<file path="src/rtl/hacd_pkg.sv">
// Shared types and default widths for the hawk lookup scheduler.
package hacd_pkg;

  localparam int unsigned HAWK_ADDR_W = 40;
  localparam int unsigned HAWK_PPA_W  = 40;

  typedef enum logic [2:0] {
    ST_INIT    = 3'd0,
    ST_IDLE    = 3'd1,
    ST_LOOKUP  = 3'd2,
    ST_TBL_UPD = 3'd3,
    ST_GRANT   = 3'd4
  } lkup_sched_state_t;

  typedef enum logic {
    SIDE_RD = 1'b0,
    SIDE_WR = 1'b1
  } lkup_side_e;

endpackage

</file>
<file path="src/rtl/hawk_rr_arb2.sv">
// Combinational 2-way round-robin picker. req[0] is the read side,
// req[1] the write side; on a tie the side not served last wins.
module hawk_rr_arb2
  import hacd_pkg::*;
(
  input  logic [1:0] req,
  input  lkup_side_e last_side,
  output lkup_side_e gnt_side,
  output logic       any
);

  // Pick the winner from the pending requests and the last-served side
  always_comb begin
    any      = |req;
    gnt_side = SIDE_RD;
    if (req == 2'b11) begin
      gnt_side = (last_side == SIDE_RD) ? SIDE_WR : SIDE_RD;
    end else if (req[1]) begin
      gnt_side = SIDE_WR;
    end
  end

endmodule

</file>
<file path="src/rtl/hawk_lkup_sched.sv">
// Lookup/translation sequencer: shares the page-read-manager lookup port
// between CPU read and write streams and returns a one-cycle grant with the
// translated PPA. Optional lookup watchdog enabled by HAWK_LKUP_WDOG_EN.
module hawk_lkup_sched
  import hacd_pkg::*;
#(
  parameter int unsigned ADDR_W = HAWK_ADDR_W,
  parameter int unsigned PPA_W  = HAWK_PPA_W,
  parameter int unsigned WDOG_W = 12
) (
  input  logic              clk_i,
  input  logic              rst_ni,
  input  logic              init_done,
  input  logic              rd_req_valid,
  input  logic [ADDR_W-1:0] rd_req_hppa,
  input  logic              wr_req_valid,
  input  logic [ADDR_W-1:0] wr_req_hppa,
  output logic              rd_gnt,
  output logic              wr_gnt,
  output logic [PPA_W-1:0]  gnt_ppa,
  input  logic              lkup_ready,
  output logic              lkup_valid,
  output logic [ADDR_W-1:0] lkup_hppa,
  input  logic              trnsl_allow,
  input  logic              trnsl_tbl_update,
  input  logic [PPA_W-1:0]  trnsl_ppa,
  input  logic              tbl_update_done,
  output logic              busy,
  output logic              wdog_err
);

  lkup_sched_state_t state_q, state_d;
  lkup_side_e        side_q, last_q, arb_side;
  logic              arb_any;
  logic              arb_take;
  logic              wdog_abort;

  hawk_rr_arb2 u_arb (
    .req       ({wr_req_valid, rd_req_valid}),
    .last_side (last_q),
    .gnt_side  (arb_side),
    .any       (arb_any)
  );

  // Next-state selection; a watchdog abort overrides any pending response
  always_comb begin
    state_d = state_q;
    case (state_q)
      ST_INIT:    if (init_done) state_d = ST_IDLE;
      ST_IDLE:    if (lkup_ready && arb_any) state_d = ST_LOOKUP;
      ST_LOOKUP: begin
        if (trnsl_allow)           state_d = ST_GRANT;
        else if (trnsl_tbl_update) state_d = ST_TBL_UPD;
      end
      ST_TBL_UPD: if (tbl_update_done) state_d = ST_GRANT;
      ST_GRANT:   state_d = ST_IDLE;
      default:    state_d = ST_INIT;
    endcase
    if (wdog_abort) state_d = ST_IDLE;
  end

  assign arb_take = (state_q == ST_IDLE) && (state_d == ST_LOOKUP);

  // State and control outputs, all registered from the next state
  always_ff @(posedge clk_i or negedge rst_ni) begin
    if (!rst_ni) begin
      state_q    <= ST_INIT;
      lkup_valid <= 1'b0;
      busy       <= 1'b0;
      rd_gnt     <= 1'b0;
      wr_gnt     <= 1'b0;
      last_q     <= SIDE_WR;
    end else begin
      state_q    <= state_d;
      lkup_valid <= (state_d == ST_LOOKUP);
      busy       <= (state_d != ST_IDLE) && (state_d != ST_INIT);
      rd_gnt     <= (state_d == ST_GRANT) && (side_q == SIDE_RD);
      wr_gnt     <= (state_d == ST_GRANT) && (side_q == SIDE_WR);
      // An aborted side counts as served so the other side goes next
      if ((state_q == ST_GRANT) || wdog_abort) last_q <= side_q;
    end
  end

  // Datapath latches: winner side/address in IDLE, translated PPA in LOOKUP
  always_ff @(posedge clk_i or negedge rst_ni) begin
    if (!rst_ni) begin
      side_q    <= SIDE_RD;
      lkup_hppa <= '0;
      gnt_ppa   <= '0;
    end else begin
      if (arb_take) begin
        side_q    <= arb_side;
        lkup_hppa <= (arb_side == SIDE_WR) ? wr_req_hppa : rd_req_hppa;
      end
      if ((state_q == ST_LOOKUP) &&
          ((state_d == ST_GRANT) || (state_d == ST_TBL_UPD))) begin
        gnt_ppa <= trnsl_ppa;
      end
    end
  end

`ifdef HAWK_LKUP_WDOG_EN
  logic [WDOG_W-1:0] wdog_cnt_q;

  assign wdog_abort = ((state_q == ST_LOOKUP) || (state_q == ST_TBL_UPD)) &&
                      (wdog_cnt_q == '1);

  // Count cycles spent in flight; restart on each entry to LOOKUP/TBL_UPD
  always_ff @(posedge clk_i or negedge rst_ni) begin
    if (!rst_ni) begin
      wdog_cnt_q <= '0;
      wdog_err   <= 1'b0;
    end else begin
      if ((state_d != state_q) &&
          ((state_d == ST_LOOKUP) || (state_d == ST_TBL_UPD))) begin
        wdog_cnt_q <= '0;
      end else if ((state_q == ST_LOOKUP) || (state_q == ST_TBL_UPD)) begin
        wdog_cnt_q <= wdog_cnt_q + {{(WDOG_W-1){1'b0}}, 1'b1};
      end
      if (wdog_abort) wdog_err <= 1'b1;
    end
  end
`else
  assign wdog_abort = 1'b0;
  // Without the watchdog WDOG_W sizes nothing; the flag stays low
  assign wdog_err   = (WDOG_W != 0) && 1'b0;
`endif

endmodule

</file>
<file path="config.mk">
export PLATFORM = sky130hd
export DESIGN_NAME = hawk_lkup_sched
export DESIGN_NICKNAME = d
export VERILOG_FILES = /design/src/rtl/hacd_pkg.sv /design/src/rtl/hawk_rr_arb2.sv /design/src/rtl/hawk_lkup_sched.sv
export SDC_FILE = /design/constraint.sdc
export NUM_CORES = 1
export LEC_CHECK = 0
export BUFFER_PORTS_ARGS = -buffer_cell sky130_fd_sc_hd__buf_2
export CORE_MARGIN = 2
export CORE_UTILIZATION = 44
export DETAILED_ROUTE_END_ITERATION = 8
export HOLD_SLACK_MARGIN = 0.15
export PLACE_DENSITY_LB_ADDON = 0.08
export SYNTH_ARGS = -nofsm -noshare
export SYNTH_HDL_FRONTEND = slang
export SYNTH_SLANG_ARGS = --single-unit
</file>
<file path="constraint.sdc">
create_clock -name clk_i -period 2 [get_ports clk_i]
set_input_delay 0.1 -clock clk_i [delete_from_list [all_inputs] [get_ports clk_i]]
set_output_delay 0.1 -clock clk_i [all_outputs]
set_load 0.005 [all_outputs]
</file>
==> results.cfg, run 1 <==
[outcome]
status = aborted with a tool error
stop_stage = 4_1_cts
first-error = [ERROR RSZ-0060] Max buffer count reached.

[die]
io_pins = 214
start_util_pct = 44.8
die_h_um = 97.8
die_w_um = 97.8
rows = 34

[synth]
post_synth_num_cell_types = 23
netlist_instances = 250
synth_area_mm2 = 0.00387
synth.net_count = 379
yosys_warnings = 0
synth_flop_cell = dfrtp_1
synth-edff-count = 0
synthTopCellsByArea = dfrtp_1, mux2_2, mux2_1, buf_4, buf_6
async_reset_ff_share_pct = 100
yosysSeqAreaShare_pct = 57.6
netlist.area_leader.share_pct = 56.9
syn_avg_cell_area_um2 = 15.5
synth_seq_cells = 89
synth_area_leader_cell = dfrtp_1

[cts]
cts.sink_count = 89
cts_setup_buffers = 0
cts_root_buf = clkbuf_8
clk_path_buf_depth = 2
post_cts_resized = 0
cts_made_buffers = 9
hold_buffers = 117
htreeDepth = 3

[placed_design]
place_congestion = 0.768
hpwl_um = 6370
numPortBuffers = 212
==> per-stage QoR <==
step / instance area, um^2 / utilization, % / std cells / worst slack (ns) / hold WS [ns]
after floorplan: 3870 / - / 250 / 0.415 / -0.196
after global placement: 5070 / 58.8 / 564 / 0.376 / 0.0600
after detailed placement: 5070 / 58.8 / 564 / 0.319 / 0.0608
==> cell families after synthesis <==
family | share of synthesized area [%]
muxes | 35.8
buffers and inverters | 2.85
AOI/OAI and AO/OA | 0.841
DFF | 57.6
other | 0.0969
and+or+nand+nor | 2.85
==> synth_stat cells (2+ instances only) <==
cell type,instances
buf_2,4
mux2_2,79
nand2_1,4
nor2_1,4
nand2b_1,3
and2_1,2
mux2_1,43
dfrtp_1,88
buf_6,4
buf_4,6
==> run 2: changes to the inputs <==
- CORE_UTILIZATION: 44 -> 40
- HOLD_SLACK_MARGIN: 0.15 -> unset
- PLACE_DENSITY_LB_ADDON: 0.08 -> 0.15
==> results.cfg, run 2 <==
[routing]
dr.first_iter.drc_count = 76
num_vias = 2942
drcViolationCount = 0
wl_um = 9490
ant_nets = 0
post_drt_wl_per_cell_um = 14.8
first_pass_iters = 4
viasPerCell = 4.59

[power]
p_total_mw = 7.35
power.leakage_nw = 2.80
power_density_mw_per_mm2 = 1280
vdd_drop_max_mv = 0.658

[critical_path]
reg2regPathDepth = 4
r2r-start = last_q$_DFFE_PN1N_
worstPathRequired_ns = 2.22
slowest_delay_ns = 0.41
critPathTopFamily = multiplexers
cp_cell_sequence = a21boi_4, buf_12, mux2_2, mux2_1
worstSetupEndpointType = flip-flop
critical_path.max_fanout = 29
worstPathArrival_ns = 2.06
criticalPathCategory = flip-flop to flip-flop
cp.buffers_inverters = 1
reg2reg_slack_ns = 0.16
critPathLaunchType = flip-flop
crit_path_top_delay_cell = a21boi_4
worstReg2RegEnd = lkup_hppa[4]$_DFFE_PN0P_

[cts]
htreeDepth = 3
cts_tree = built
cts.sink_count = 89
cts_made_buffers = 9
insertion_delay_ns = 0.35
cts_root_buf = clkbuf_8
clk_pin_slew_worst_paths_ns = 0.09
post_cts_resized = 0
clk_path_buf_depth = 2

[sta]
slew_violations = 0
worst_slew_pin_slew_ns = 0.561
holdWs_ns = 0.0866
max_freq_mhz = 545
report.final.setup_viol = 0
period_minus_slack_ns = 1.84
finalCritPeriodShare_pct = 91.8
hold_viol = 0
rsz0062_at_grt = no
finalSetupTns_ns = 0
finalClockSkew_ns = 0.0119
relSlewSlack_pct = 62.6
fin_ws_ns = 0.164

[placed_design]
place_inst = 585
hpwl_um = 6920
numPortBuffers = 212
place_ws_ns = 0.152
place_congestion = 0.832

[global_routing]
grt_max_degree = 44
antenna_found_initial = 0
grt_first_pass_wirelength_um = 14600
grt_pass1_vias = 3094
grt_overflow = 0
grt_use_total_pct = 18.2

[synth]
synth_common_cells = dfrtp_1, mux2_2, mux2_1
synth_area_mm2 = 0.00387
synth_most_common_cell = dfrtp_1
netlist_instances = 250
async_reset_ff_share_pct = 100
yosys_warnings = 0
netlist.area_leader.share_pct = 56.9
syn_avg_cell_area_um2 = 15.5
synth_seq_cells = 89
synth-edff-count = 0
synth.net_count = 379
yosysSeqAreaShare_pct = 57.6
synth_area_leader_cell = dfrtp_1
synthTopCellsByArea = dfrtp_1, mux2_2, mux2_1, buf_4, buf_6
post_synth_num_cell_types = 23
synth_flop_cell = dfrtp_1

[die]
die_w_um = 102
io_pins = 214
start_util_pct = 41.5
die_h_um = 102
core_area_mm2 = 0.00933
rows = 35
die-area_mm2 = 0.0105

[hold_path]
hold_end = lkup_hppa[31]$_DFFE_PN0P_
whs_path_depth = 3
hp-class = input pin to flip-flop
hp-start = wr_req_hppa[31]

[outcome]
status = completed

[final_layout]
drive_above_1_share_pct = 62.3
reg.largest.list = gnt_ppa (40), lkup_hppa (40), state_q (3)
nets = 637
instances_no_fill = 641
final_common_cell = buf_2
area_delta_synth_final_pct = 48.3
n_antenna_cell = 0
final_cell_mix = buf_2, dfrtp_1, mux2_2

[flow_run]
cap_violations = 0
[run 2: cell counts after synthesis]
Identical to the previous run, type by type.
[run 2: how the worst max path moves through the flow]
stage	from	end	cells past startpoint
after floorplan	last_q$_DFFE_PN1N_	lkup_hppa[0]$_DFFE_PN0P_	4
after global placement	last_q$_DFFE_PN1N_	lkup_hppa[11]$_DFFE_PN0P_	4
after detailed placement	last_q$_DFFE_PN1N_	lkup_hppa[4]$_DFFE_PN0P_	4
after CTS	last_q$_DFFE_PN1N_	lkup_hppa[4]$_DFFE_PN0P_	4
after global routing	last_q$_DFFE_PN1N_	lkup_hppa[7]$_DFFE_PN0P_	4
final	last_q$_DFFE_PN1N_	lkup_hppa[4]$_DFFE_PN0P_	4
[run 2: metal layers]
layer  vias to the layer above  share of wire [%]  track usage (%)
li1                       1403                  -                -
met1                      1396                 40             20.6
met2                       135                 51             32.9
met3                         8                8.3             6.16
met4                         0               0.92             4.82
met5                         -                  0                0
[run 2: per-stage QoR]
stage | cell area (um^2) | utilization [%]
floorplan | 3870 | -
global placement | 5100 | 54.7
finish | 5740 | 61.5
detailed placement | 5100 | 54.7
global route | 5740 | 61.5
CTS | 5740 | 61.5
[run 2: worst register-to-register path: cells and delay by family (launching register included)]
kind            cells  cell delay, ns
compound gates      1            0.41
flops               1            0.39
mux                 2            0.66
buf+inv             1            0.26
[run 2: cell families (layout without fill, tap and decap cells)]
| group | count (synthesis) | after routing | share of synthesized area (%) |
|---|---|---|---|
| mux | 123 | 123 | 35.8 |
| compound gates | 4 | 4 | 0.841 |
| buf+inv | 14 | 276 | 2.85 |
| simple gates | 19 | 19 | 2.85 |
| other cells | 1 | 1 | 0.0969 |
| flops | 89 | 89 | 57.6 |
[run 2: final cells by class]
cell class	instances	area [um^2]
Fill cell	793	3590
Sequential cell	89	2230
Timing Repair Buffer	261	1570
Clock buffer	11	151
Clock inverter	4	76.3
Tap cell	129	161
Multi-Input combinational cell	147	1550
[run 2: power by group]
group / switching, mW / total, mW / internal (mW) / leakage [nW]
registers: 0.458 / 3.17 / 2.71 / 1.07
clock network: 0.625 / 1.39 / 0.768 / 0.112
logic: 1.12 / 2.79 / 1.67 / 1.63
[run 2: timing repair]
| action | in CTS | in global routing |
|---|---|---|
| hold buffers | 41 | 0 |
| buffers inserted | 0 | 0 |
| hold endpoints to repair | 80 | 0 |
No activity file was read; power rests on OpenSTA's default activity.
==> run 3: changes to the inputs <==
- SETUP_SLACK_MARGIN: unset -> 0.5
==> results.cfg, run 3 (synthesis results as in run 2) <==
[hold_path]
hold_end = lkup_hppa[29]$_DFFE_PN0P_
hp-class = input pin to flip-flop
hp-start = wr_req_hppa[29]
whs_path_depth = 3

[die]
die_w_um = 102
io_pins = 214
rows = 35
die-area_mm2 = 0.0105
core_area_mm2 = 0.00933
start_util_pct = 41.5
die_h_um = 102

[global_routing]
grt_first_pass_wirelength_um = 14800
grt_pass1_vias = 3066
grt_max_degree = 39
grt_overflow = 0
grt_use_total_pct = 18.4
antenna_found_initial = 0

[power]
p_seq_share_pct = 39.4
power.leakage_nw = 3.06
p_comb_share_pct = 44.8
vdd_drop_max_mv = 0.668
switching_share_pct = 30.4
power_density_mw_per_mm2 = 1300
clockPowerShare_pct = 15.7
p_sw_mw = 2.45
internal_power_mw = 5.60

[cts]
clk_path_buf_depth = 2
cts.sink_count = 89
insertion_delay_ns = 0.35
htreeDepth = 3
cts_made_buffers = 9
clk_pin_slew_worst_paths_ns = 0.09
cts_tree = built
cts_root_buf = clkbuf_8

[sta]
hold_viol = 0
holdWs_ns = 0.0901
finalSetupTns_ns = 0
finalClockSkew_ns = 0.0105
report.final.setup_viol = 0
rsz0062_at_grt = yes
finalCritPeriodShare_pct = 79.5
period_minus_slack_ns = 1.59
slew_violations = 0
max_freq_mhz = 629

[final_layout]
fin_util_pct = 66.3
n_antenna_cell = 0
fin_area_mm2 = 0.00618
reg.largest.list = gnt_ppa (40), lkup_hppa (40), state_q (3)
drive_above_1_share_pct = 69.5
final_cell_mix = buf_2, dfrtp_1, mux2_2
final_common_cell = buf_2
area_delta_synth_final_pct = 59.7
nets = 652

[placed_design]
place_area_mm2 = 0.00510
place_congestion = 0.769
numPortBuffers = 212
hpwl_um = 6470

[routing]
viasPerCell = 4.68
dr.first_iter.drc_count = 87
num_vias = 3078
drcViolationCount = 0
ant_nets = 0
wl_um = 10700
post_drt_wl_per_cell_um = 16.3
first_pass_iters = 4

[flow_run]
cap_violations = 0

[critical_path]
worstPathArrival_ns = 1.82
critPathLaunchType = flip-flop
criticalPathCategory = flip-flop to flip-flop
worstPathRequired_ns = 2.23
worstSetupEndpointType = flip-flop
reg2reg_slack_ns = 0.41
r2r-start = last_q$_DFFE_PN1N_
reg2regPathDepth = 5
worstReg2RegEnd = lkup_hppa[5]$_DFFE_PN0P_
critical_path.max_fanout = 8

[outcome]
status = completed
==> run 3: changes by cell type in the layout (fill, tap and decap cells not counted), moves of 2 or more <==
cell,delta
clkinv_2,+2
mux2_4,+39
dfrtp_2,+2
clkbuf_16,+5
buf_6,+5
buf_12,+2
buf_16,+3
mux2_1,-28
dfrtp_1,-2
mux2_2,-11
==> run 3: metrics by stage <==
stage	total power, mW	setup slack, ns	std cells
final	8.05	0.410	657
after global routing	8.59	0.368	657
after CTS	7.54	0.399	649
after detailed placement	5.95	0.334	583
after global placement	5.85	0.374	583
after floorplan	4.64	0.517	250
==> run 3: layer usage <==
layer | global-route usage (%) | wire length (um) | vias to the layer above
li1 | - | - | 1435
met1 | 21.2 | 4370 | 1495
met2 | 33.0 | 5470 | 139
met3 | 5.47 | 780 | 9
met4 | 5.64 | 113 | 0
met5 | 0 | 0 | -
==> run 3: how the worst max path moves through the flow <==
stage / from / end / slack [ns] / cells after the start
CTS: state_q[2]$_DFF_PN0_ / gnt_ppa[19]$_DFFE_PN0P_ / 0.40 / 5
floorplan: last_q$_DFFE_PN1N_ / lkup_hppa[0]$_DFFE_PN0P_ / 0.52 / 4
detailed placement: state_q[0]$_DFF_PN0_ / lkup_hppa[17]$_DFFE_PN0P_ / 0.33 / 4
global route: last_q$_DFFE_PN1N_ / lkup_hppa[5]$_DFFE_PN0P_ / 0.37 / 5
finish: last_q$_DFFE_PN1N_ / lkup_hppa[5]$_DFFE_PN0P_ / 0.41 / 5
global placement: state_q[0]$_DFF_PN0_ / side_q$_DFFE_PN0P_ / 0.37 / 4
==> run 3: area by class of cell <==
class                      instances  area, um^2
clock buffer                      10         138
sequential                        89        2230
clock inverter                     6        65.1
tap                              129         161
timing repair buffer             276        1880
multi-input combinational        147        1710
fill                             741        3150
==> run 3: power by group through the flow <==
stage	Sequential [mW]	Combinational (mW)	Clock, mW
global route	3.29	3.91	1.39
finish	3.17	3.61	1.27
global placement	3.16	2.69	0
detailed placement	3.19	2.76	0
floorplan	3.25	1.39	0
CTS	3.15	3.09	1.30
==> run 3: critical path: stages (launching register included) <==
cell and delay (ns):
dfstp_2 0.56, a21boi_4 0.06, buf_12 0.13, clkbuf_16 0.16
mux2_4 0.30, mux2_4 0.26
==> run 3: repair_timing <==
action	in CTS	in global routing
buffers inserted	6	1
gates cloned	3	7
gates resized for setup	8	44
hold endpoints to repair	99	0
endpoints found under the setup margin	81	82
pin swaps	1	2
hold buffers	41	0
==> run 4: changes to the inputs <==
- clock period: 2 -> 1.45 ns (I/O delays scaled with it)
==> results.cfg, run 4 (synthesis results as in run 2) <==
[power]
p_seq_share_pct = 34.2
power.leakage_nw = 3.48
power_density_mw_per_mm2 = 1910
switching_share_pct = 30.5
internal_power_mw = 9.06
clockPowerShare_pct = 12.1
p_total_mw = 13.0
vdd_drop_max_mv = 1.18
p_comb_share_pct = 53.8
p_sw_mw = 3.97

[placed_design]
place_ws_ns = -0.0952
numPortBuffers = 212
place_congestion = 0.735
hpwl_um = 6530

[critical_path]
critical_path.max_fanout = 7
reg2regPathDepth = 7
crit_top_cell = buf_6
slowest_delay_ns = 0.40
worstPathRequired_ns = 1.68
criticalPathCategory = flip-flop to flip-flop
crit_start = state_q[1]$_DFF_PN0_
worstSetupEndpointType = flip-flop
critPathTopFamily = buffers and inverters
worstPathArrival_ns = 1.80
cp.buffers_inverters = 4
r2r-start = state_q[1]$_DFF_PN0_
reg2reg_slack_ns = -0.12
crit_path_top_delay_cell = dfrtp_1
cp_cell_sequence = buf_6, nand2b_4, nor3_4, buf_6, buf_6, buf_12, mux2_4
worstReg2RegEnd = gnt_ppa[16]$_DFFE_PN0P_
critPathLaunchType = flip-flop
critical_path_depth = 7

[global_routing]
antenna_found_initial = 0
grt_pass1_vias = 3314
grt_overflow = 0
grt_first_pass_wirelength_um = 16100
grt_use_total_pct = 20.1
grt_max_degree = 31

[final_layout]
area_delta_synth_final_pct = 76.7
nets = 702
drive_above_1_share_pct = 75.6
final_cell_mix = buf_2, mux2_4, dfrtp_1
n_antenna_cell = 0
final_common_cell = buf_2
reg.largest.list = gnt_ppa (40), lkup_hppa (40), state_q (3)
fin_util_pct = 73.3

[sta]
hold_viol = 0
finalClockSkew_ns = 0.0156
rsz0062_at_grt = yes
fin_ws_ns = -0.118
max_freq_mhz = 638
finalCritPeriodShare_pct = 108
report.final.setup_viol = 82
period_minus_slack_ns = 1.57
slew_violations = 0

[hold_path]
hp-start = wr_req_hppa[14]
whs_path_depth = 3
hp-class = input pin to flip-flop
hold_end = lkup_hppa[14]$_DFFE_PN0P_

[cts]
insertion_delay_ns = 0.36
htreeDepth = 3
clk_path_buf_depth = 2
cts.sink_count = 89
cts_made_buffers = 9
cts_root_buf = clkbuf_8
clk_pin_slew_worst_paths_ns = 0.10
cts_tree = built

[die]
io_pins = 214
die-area_mm2 = 0.0105
die_w_um = 102
rows = 35
core_area_mm2 = 0.00933
die_h_um = 102
start_util_pct = 41.5

[routing]
wl_um = 11900
first_pass_iters = 4
post_drt_wl_per_cell_um = 16.8
num_vias = 3282
viasPerCell = 4.64
dr.first_iter.drc_count = 32
ant_nets = 0
drcViolationCount = 0

[flow_run]
cap_violations = 0

[outcome]
status = finished with violations
violations = setup timing
run 4: stage by stage:
| step | hold slack (ns) | area (um^2) | instances | TNS [ns] |
|---|---|---|---|---|
| floorplan | -0.223 | 3910 | 250 | -1.31 |
| global placement | 0.0101 | 5200 | 591 | -3.30 |
| detailed placement | 0.0100 | 5200 | 591 | -4.81 |
| CTS | 0.0382 | 6270 | 670 | -5.34 |
| global route | 0.0604 | 6840 | 707 | -12.64 |
| finish | 0.0709 | 6840 | 707 | -6.24 |
run 4: layout make-up:
cell class | instances | area [um^2]
sequential | 89 | 2230
tap | 129 | 161
clock inverter | 7 | 52.6
multi-input combinational | 147 | 1970
fill | 634 | 2490
clock buffer | 9 | 124
timing repair buffer | 326 | 2300
run 4: worst max path at each step:
stage                           endpoint  slack [ns]
2_1_floorplan   lkup_hppa[0]$_DFFE_PN0P_       -0.02
3_3_place_gp          side_q$_DFFE_PN0P_       -0.08
3_5_place_dp    lkup_hppa[2]$_DFFE_PN0P_        -0.1
4_1_cts          gnt_ppa[14]$_DFFE_PN0P_       -0.11
5_1_grt        lkup_hppa[33]$_DFFE_PN0P_       -0.19
6_report         gnt_ppa[16]$_DFFE_PN0P_       -0.12
run 4: worst register-to-register path, cell delays in order, from the launching register on:
cell	delay (ns)
dfrtp_1	0.40
buf_6	0.14
nand2b_4	0.06
nor3_4	0.15
buf_6	0.13
buf_6	0.12
buf_12	0.14
mux2_4	0.31
run 4: power by group through the flow:
stage	Sequential [mW]	Clock, mW	Combinational (mW)
CTS	4.36	1.61	5.31
finish	4.45	1.57	7.00
detailed placement	4.37	0	3.99
global route	4.58	1.71	7.48
global placement	4.34	0	3.89
floorplan	4.48	0	1.95
run 4: what timing repair did:
item	4_1_cts	5_1_grt
pin swaps	3	4
endpoints found under the hold margin	129	0
resized for setup	70	56
buffers inserted	18	33
hold buffers	41	0
gates cloned	4	4
setup endpoints to repair	153	172
run 4: metal layers:
layer	wire length [um]	global-route usage, %
met1	4730	23.4
met2	5980	35.0
met3	894	5.88
met4	256	7.69
met5	0	0
